`config.mk`:
```
export PLATFORM = sky130hd
export DESIGN_NAME = card_dealer
export DESIGN_NICKNAME = d
export VERILOG_FILES = /design/src/rtl/card_pkg.sv /design/src/rtl/card_counter.sv /design/src/rtl/card_dealer.sv
export SDC_FILE = /design/constraint.sdc
export NUM_CORES = 1
export LEC_CHECK = 0
export CAP_MARGIN = 20
export CORE_MARGIN = 2
export CORE_UTILIZATION = 45
export CTS_CLUSTER_SIZE = 25
export DETAILED_ROUTE_END_ITERATION = 8
export PLACE_DENSITY = 0.73
export SLEW_MARGIN = 20
export SYNTH_ARGS = -nofsm -noshare
export SYNTH_HDL_FRONTEND = slang
export SYNTH_SLANG_ARGS = --single-unit
```
`constraint.sdc`:
```
create_clock -name clk -period 2.5 [get_ports clk]
set_input_delay 0.5 -clock clk [delete_from_list [all_inputs] [get_ports clk]]
set_output_delay 0.5 -clock clk [all_outputs]
set_load 0.01 [all_outputs]
```
`src/rtl/card_pkg.sv`:
```
// rtl/card_pkg.sv - shared card code type, constants and dealer FSM states
package card_pkg;

  typedef logic [3:0] card_t;

  localparam card_t CARD_BLANK = 4'd0;
  localparam card_t CARD_ACE   = 4'd1;
  localparam card_t CARD_KING  = 4'd13;

  typedef enum logic {
    IDLE = 1'b0,
    HOLD = 1'b1
  } dealer_state_t;

endpackage

```
`src/rtl/card_counter.sv`:
```
// rtl/card_counter.sv - free-running card code counter, CARD_MIN..CARD_MAX with wrap
module card_counter
  import card_pkg::*;
#(
  parameter int CARD_MIN = 1,
  parameter int CARD_MAX = 13
) (
  input  logic       clk,
  input  logic       rst,
  output logic [3:0] card
);

  // Advance every cycle; never pauses, wraps from CARD_MAX back to CARD_MIN
  always_ff @(posedge clk) begin
    if (rst) begin
      card <= card_t'(CARD_MIN);
    end else if (card == card_t'(CARD_MAX)) begin
      card <= card_t'(CARD_MIN);
    end else begin
      card <= card + 4'd1;
    end
  end

endmodule

```
`src/rtl/card_dealer.sv`:
```
// rtl/card_dealer.sv - deals the running card code into player/dealer hand slots
module card_dealer
  import card_pkg::*;
#(
  parameter int CARD_MIN = 1,
  parameter int CARD_MAX = 13,
  parameter int SLOTS    = 3
) (
  input  logic       clk,
  input  logic       rst,
  input  logic       new_hand,
  input  logic       deal_p,
  input  logic       deal_d,
  output logic [3:0] pcard1,
  output logic [3:0] pcard2,
  output logic [3:0] pcard3,
  output logic [3:0] dcard1,
  output logic [3:0] dcard2,
  output logic [3:0] dcard3,
  output logic [1:0] pcount,
  output logic [1:0] dcount,
  output logic       deal_ack,
  output logic       deal_err,
  output logic [3:0] cur_card
);

  dealer_state_t state, next_state;
  card_t         pslot [3];
  card_t         dslot [3];

  logic serve_p, serve_d;
  logic p_full, d_full;
  logic write_p, write_d, refuse;
  logic req;

  card_counter #(
    .CARD_MIN (CARD_MIN),
    .CARD_MAX (CARD_MAX)
  ) u_counter (
    .clk  (clk),
    .rst  (rst),
    .card (cur_card)
  );

  assign req = deal_p || deal_d;

  // State register: reset forces IDLE regardless of held requests
  always_ff @(posedge clk) begin
    if (rst) begin
      state <= IDLE;
    end else begin
      state <= next_state;
    end
  end

  // Next state: any request in IDLE is consumed (HOLD); HOLD waits for full release.
  // During new_hand a request still moves IDLE to HOLD, otherwise the state is kept.
  always_comb begin
    next_state = state;
    if (new_hand) begin
      if (state == IDLE && req) begin
        next_state = HOLD;
      end
    end else begin
      case (state)
        IDLE:    next_state = req ? HOLD : IDLE;
        HOLD:    next_state = req ? HOLD : IDLE;
        default: next_state = IDLE;
      endcase
    end
  end

  // Outputs of the FSM: which hand is served this edge, and whether it is a write or a refusal
  always_comb begin
    serve_p = 1'b0;
    serve_d = 1'b0;
    if (state == IDLE && !new_hand) begin
      serve_p = deal_p;
      serve_d = !deal_p && deal_d;
    end
    p_full  = (pcount == 2'(SLOTS));
    d_full  = (dcount == 2'(SLOTS));
    write_p = serve_p && !p_full;
    write_d = serve_d && !d_full;
    refuse  = (serve_p && p_full) || (serve_d && d_full);
  end

  // Slot registers, counts and one-cycle status pulses; slots fill in order and never shift
  always_ff @(posedge clk) begin
    if (rst) begin
      for (int i = 0; i < 3; i++) begin
        pslot[i] <= CARD_BLANK;
        dslot[i] <= CARD_BLANK;
      end
      pcount   <= 2'd0;
      dcount   <= 2'd0;
      deal_ack <= 1'b0;
      deal_err <= 1'b0;
    end else begin
      deal_ack <= write_p || write_d;
      deal_err <= refuse;
      if (new_hand) begin
        for (int i = 0; i < 3; i++) begin
          pslot[i] <= CARD_BLANK;
          dslot[i] <= CARD_BLANK;
        end
        pcount <= 2'd0;
        dcount <= 2'd0;
      end else begin
        for (int i = 0; i < 3; i++) begin
          if (write_p && pcount == 2'(i)) pslot[i] <= cur_card;
          if (write_d && dcount == 2'(i)) dslot[i] <= cur_card;
        end
        if (write_p) pcount <= pcount + 2'd1;
        if (write_d) dcount <= dcount + 2'd1;
      end
    end
  end

  assign pcard1 = pslot[0];
  assign pcard2 = pslot[1];
  assign pcard3 = pslot[2];
  assign dcard1 = dslot[0];
  assign dcard2 = dslot[1];
  assign dcard3 = dslot[2];

endmodule

```
==> results.json, run 1 <==
{
  "status": "finished clean",
  "startpoint_type": "primary input",
  "synth_seq_cells": 35,
  "io_buffers": 38,
  "hold_viol": 0,
  "ys_types": 27,
  "nFillCells": 267,
  "clock_skew_ps": 2.78,
  "ant_nets": 0,
  "endpoint_kind": "flop",
  "grt_pass1_wl_mm": 4.08,
  "netlist_area_mm2": 0.00144,
  "track_usage": 0.161,
  "path_cells": "clkdlybuf4s50_1, or4b_4, nor2_1, a21o_1",
  "timing.setup.tns_ps": 0,
  "syn_nets": 121,
  "tightest_slew_ps": 510,
  "crit_fanout": 6,
  "setup_violations": 0,
  "ir_drop_v": 0.000305,
  "dieArea_mm2": 0.00366,
  "nNetsFinal": 168,
  "ys_seq_area_frac": 0.656,
  "die_h_um": 60.5,
  "critPathMaxStageDelay_ps": 550,
  "cts_sinks": 35,
  "max_freq_ghz": 0.512,
  "rsz0062_at_grt": "false",
  "drc": 0,
  "p_per_area_mw_per_mm2": 550,
  "drt_first_pass_iters": 4,
  "wl_mm": 2.62,
  "relSlewSlack": 0.655,
  "period_needed_ps": 1950,
  "power.total_uw": 1060,
  "syn-instance-count": 106,
  "cp_slowest_cell": "or4b_4",
  "drive_gt1_frac": 0.0779,
  "cp.required_ps": 2540,
  "period_share": 0.781,
  "yosysWarnings": 0,
  "clock_latency_ps": 330,
  "slew_viol_final": 0,
  "maxCapViolCount": 0,
  "cts_resized": 0,
  "cts_inserted_buffers": 5,
  "cts_setup_buffers": 0,
  "hold_buffers": 0,
  "areaGrowthSynthToFinish_pct": 35.0,
  "grt_max_degree": 11,
  "dieWidth_um": 60.5,
  "hold_path_class": "flop to flop",
  "pin_count": 39,
  "start_util": 0.470,
  "globalplace.congestion": 0.694,
  "wl_per_cell_um": 13.2,
  "cts_buffer_depth": 2,
  "antenna_cells_inserted": 0,
  "vias_per_cell": 4.89,
  "rows": 20,
  "cp_num_buf_inv": 1,
  "first_iter_violations": 11,
  "path_delay_family": "simple AND/OR/NAND/NOR gates",
  "cts_tree": "built",
  "coreArea_mm2": 0.00305,
  "vias": 968,
  "htree_levels": 2,
  "clkTransAtPathRegs_ps": 90,
  "gr-total-overflow": 0,
  "crit_arrival_ps": 1990,
  "p_leak_uw": 0.000722,
  "crit_type": "primary input to flop",
  "r2r_slack_ps": 770,
  "synth.avg_cell_area_um2": 13.5,
  "antenna_found_initial": 0,
  "dp_hpwl_mm": 2.00,
  "ctsRootBufferMaster": "clkbuf_4",
  "grt_pass1_vias": 885
}
flip-flops by register name, summed over array words and instances, names as in the netlist:
| register | flops |
|---|---|
| dslot | 12 |
| pcount | 2 |
| state | 1 |
| u_counter.card | 4 |
| dcount | 2 |
| pslot | 12 |
| deal_err | 1 |
| deal_ack | 1 |
Yosys cell counts:
master | instances | area share
nand3_1 | 2 | 0.0070
a21oi_1 | 6 | 0.021
nor4b_2 | 1 | 0.010
or4b_4 | 1 | 0.0096
nor2b_1 | 1 | 0.0044
a2111oi_0 | 1 | 0.0061
nor2_1 | 7 | 0.018
and2_1 | 8 | 0.035
nand4b_1 | 1 | 0.0061
nor4_4 | 1 | 0.015
edfxtp_1 | 24 | 0.50
nand2_1 | 8 | 0.021
buf_2 | 1 | 0.0035
a211oi_1 | 1 | 0.0052
dfxtp_1 | 11 | 0.15
nor4b_1 | 1 | 0.0061
nor3_1 | 1 | 0.0035
a31oi_1 | 1 | 0.0044
mux2i_1 | 2 | 0.014
xnor2_1 | 1 | 0.0061
or2_2 | 1 | 0.0044
inv_1 | 7 | 0.018
ha_1 | 10 | 0.087
o311a_1 | 1 | 0.0070
a21o_1 | 3 | 0.016
o21ai_0 | 3 | 0.010
nand3b_1 | 1 | 0.0052
path summary, 6_finish.rpt:
| check | end | startpoint | depth (start not counted) |
|---|---|---|---|
| min reg2reg | u_counter.card[0]$_SDFF_PP1_ | u_counter.card[0]$_SDFF_PP1_ | 1 |
| max reg2reg | pslot[0][0]$_DFFE_PP_ | pcount[0]$_SDFFE_PP0N_ | 4 |
| min | u_counter.card[0]$_SDFF_PP1_ | u_counter.card[0]$_SDFF_PP1_ | 1 |
| max | dslot[0][10]$_DFFE_PP_ | deal_p | 4 |
power by group:
| part | internal [uW] | switching [uW] | total, uW |
|---|---|---|---|
| combinational | 69.0 | 55.9 | 125 |
| clock | 104 | 172 | 276 |
| sequential | 644 | 19.3 | 663 |
| total | 817 | 248 | 1060 |
cell usage in the layout (no fill, tap or decap), types with 5 or more instances in the layout:
cell / instances
and2_1: 8
clkdlybuf4s50_1: 38
dfxtp_1: 11
inv_1: 7
clkbuf_4: 5
nand2_1: 8
edfxtp_1: 24
a21oi_1: 6
nor2_1: 7
ha_1: 10
final cells by class:
cell class	count	area, um^2	area share
clock inverter	2	7.51	0.00388
tap	44	55.1	0.0284
clock buffer	6	41.3	0.0213
multi-input combinational	63	463	0.239
sequential	35	941	0.486
inverter	7	26.3	0.0136
timing repair buffer	41	403	0.208
worst register-to-register path: stages (launching register included):
cell     delay, ps
dfxtp_1        380
ha_1           250
nor4b_2        460
o311a_1        320
and2_1         190
logic make-up after synthesis:
group,share of synthesized area
AO/OA/AOI/OAI,0.0697
adder cells (fa/ha/maj),0.0872
buffers and inverters,0.0218
XOR/XNOR,0.00610
AND/OR/NAND/NOR,0.146
flip-flops,0.656
multiplexers,0.0139
layer usage:
metal / share of wire / global-route usage / vias to the layer above
li1: - / - / 474
met1: 0.42 / 0.178 / 450
met2: 0.47 / 0.256 / 35
met3: 0.071 / 0.0725 / 9
met4: 0.030 / 0.0932 / 0
met5: 0 / 0 / -
through the flow:
stage	setup slack [ps]	area [um^2]	cells	hold slack [ps]	utilization
after floorplan	809	1440	106	468	-
after global placement	263	1890	190	487	0.618
after detailed placement	212	1890	190	473	0.618
after CTS	555	1940	198	497	0.634
after global routing	466	1940	198	530	0.634
final	546	1940	198	500	0.634
No activity file was read; power rests on OpenSTA's default activity.
==> inputs of run 2 (changes only) <==
- clock period: 2.5 -> 1.9 ns (I/O delays scaled with it)
==> results.json, run 2 (synthesized netlist as in run 1, its figures left out) <==
{
  "timing.setup.tns_ps": 0,
  "wl_mm": 2.75,
  "antenna_cells_inserted": 0,
  "nNetsFinal": 174,
  "rows": 20,
  "clock_skew_ps": 1.95,
  "crit_type": "flop to output port",
  "place_area_mm2": 0.00193,
  "max_freq_ghz": 0.563,
  "coreArea_mm2": 0.00305,
  "cts_tree": "built",
  "drive_gt1_frac": 0.119,
  "final_cell_area_mm2": 0.00198,
  "cts_resized": 0,
  "dp.cells": 196,
  "drc": 0,
  "vias": 996,
  "endpoint_kind": "output port",
  "nFillCells": 256,
  "register_area_um2": 941,
  "period_share": 0.935,
  "startpoint_type": "flop",
  "p_per_area_mw_per_mm2": 712,
  "dieArea_mm2": 0.00366,
  "cp_num_buf_inv": 1,
  "grt_pass1_vias": 966,
  "crit_arrival_ps": 1400,
  "die_h_um": 60.5,
  "hold_path_class": "flop to flop",
  "multi_input_area_um2": 463,
  "fin_cells": 204,
  "dieWidth_um": 60.5,
  "clkTransAtPathRegs_ps": 100,
  "status": "finished clean",
  "hold_viol": 0,
  "period_needed_ps": 1780,
  "cts_sinks": 35,
  "first_iter_violations": 11,
  "clock_latency_ps": 320,
  "areaGrowthSynthToFinish_pct": 38.2,
  "ant_nets": 0,
  "drt_first_pass_iters": 4,
  "crit_fanout": 8,
  "vias_per_cell": 4.88,
  "p_leak_uw": 0.000754,
  "ctsRootBufferMaster": "clkbuf_4",
  "cts_buffer_depth": 2,
  "final_cell_mix": "clkdlybuf4s50_1 (38), edfxtp_1 (24), dfxtp_1 (11), ha_1 (10), buf_4 (9)",
  "gr-total-overflow": 0,
  "cp.required_ps": 1520,
  "ir_drop_v": 0.000406,
  "grt_pass1_wl_mm": 4.57,
  "start_util": 0.470,
  "track_usage": 0.174,
  "setup_violations": 0,
  "rsz0062_at_grt": "false",
  "fin_util": 0.650,
  "tightest_slew_ps": 384,
  "slew_viol_final": 0,
  "pin_count": 39,
  "hold_buffers": 0,
  "final_common_cell": "clkdlybuf4s50_1",
  "cp_slowest_cell": "clkdlybuf4s50_1",
  "dp_hpwl_mm": 2.09,
  "largestRegisters": "dslot (12), pslot (12), u_counter.card (4)",
  "htree_levels": 2,
  "io_buffers": 38,
  "path_delay_family": "buffers and inverters",
  "path_cells": "clkdlybuf4s50_1",
  "wl_per_cell_um": 13.5,
  "antenna_found_initial": 0,
  "grt_max_degree": 12,
  "critPathMaxStageDelay_ps": 600,
  "cts_inserted_buffers": 5,
  "maxCapViolCount": 0,
  "relSlewSlack": 0.737,
  "cts_setup_buffers": 0,
  "globalplace.congestion": 0.745
}
[run 2: cell count changes in the layout (fill, tap and decap cells not counted), sizes merged]
cell	previous run	this run
buf	3	9
[run 2: worst paths after layout]
path	from	end	slack [ps]	cells past startpoint
worst max-delay path	u_counter.card[0]$_SDFF_PP1_	cur_card[0]	120	1
worst min-delay path	u_counter.card[0]$_SDFF_PP1_	u_counter.card[0]$_SDFF_PP1_	500	1
worst max register to register	state$_SDFFE_PP0P_	dslot[0][2]$_DFFE_PP_	230	3
worst min register to register	u_counter.card[0]$_SDFF_PP1_	u_counter.card[0]$_SDFF_PP1_	500	1
[run 2: stage by stage]
step | setup slack, ps | total power [uW] | hold WS [ps]
after floorplan | 238 | 954 | 449
after global placement | -177 | 1060 | 486
after detailed placement | -203 | 1070 | 484
after CTS | 92.3 | 1430 | 509
after global routing | 25.7 | 1490 | 532
final | 124 | 1410 | 502
[run 2: layer usage]
metal / track usage / vias up / part of all wire
met3: 0.0597 / 9 / 0.073
met4: 0.0590 / 0 / 0.015
met5: 0 / - / 0
met1: 0.213 / 448 / 0.42
met2: 0.290 / 46 / 0.49
li1: - / 493 / -
[run 2: area by class of cell]
type                    instances  area share
flip-flops and latches         35       0.474
well taps                      44      0.0278
clock inverters                 2     0.00442
clock buffers                   6      0.0208
multi-input cells              63       0.233
inverters                       7      0.0132
repair buffers                 47       0.226
[run 2: where the power goes]
part           switching (uW)  internal, uW  total [uW]
clock                     227           139         366
sequential               25.4           847         873
combinational            75.4          98.0         173
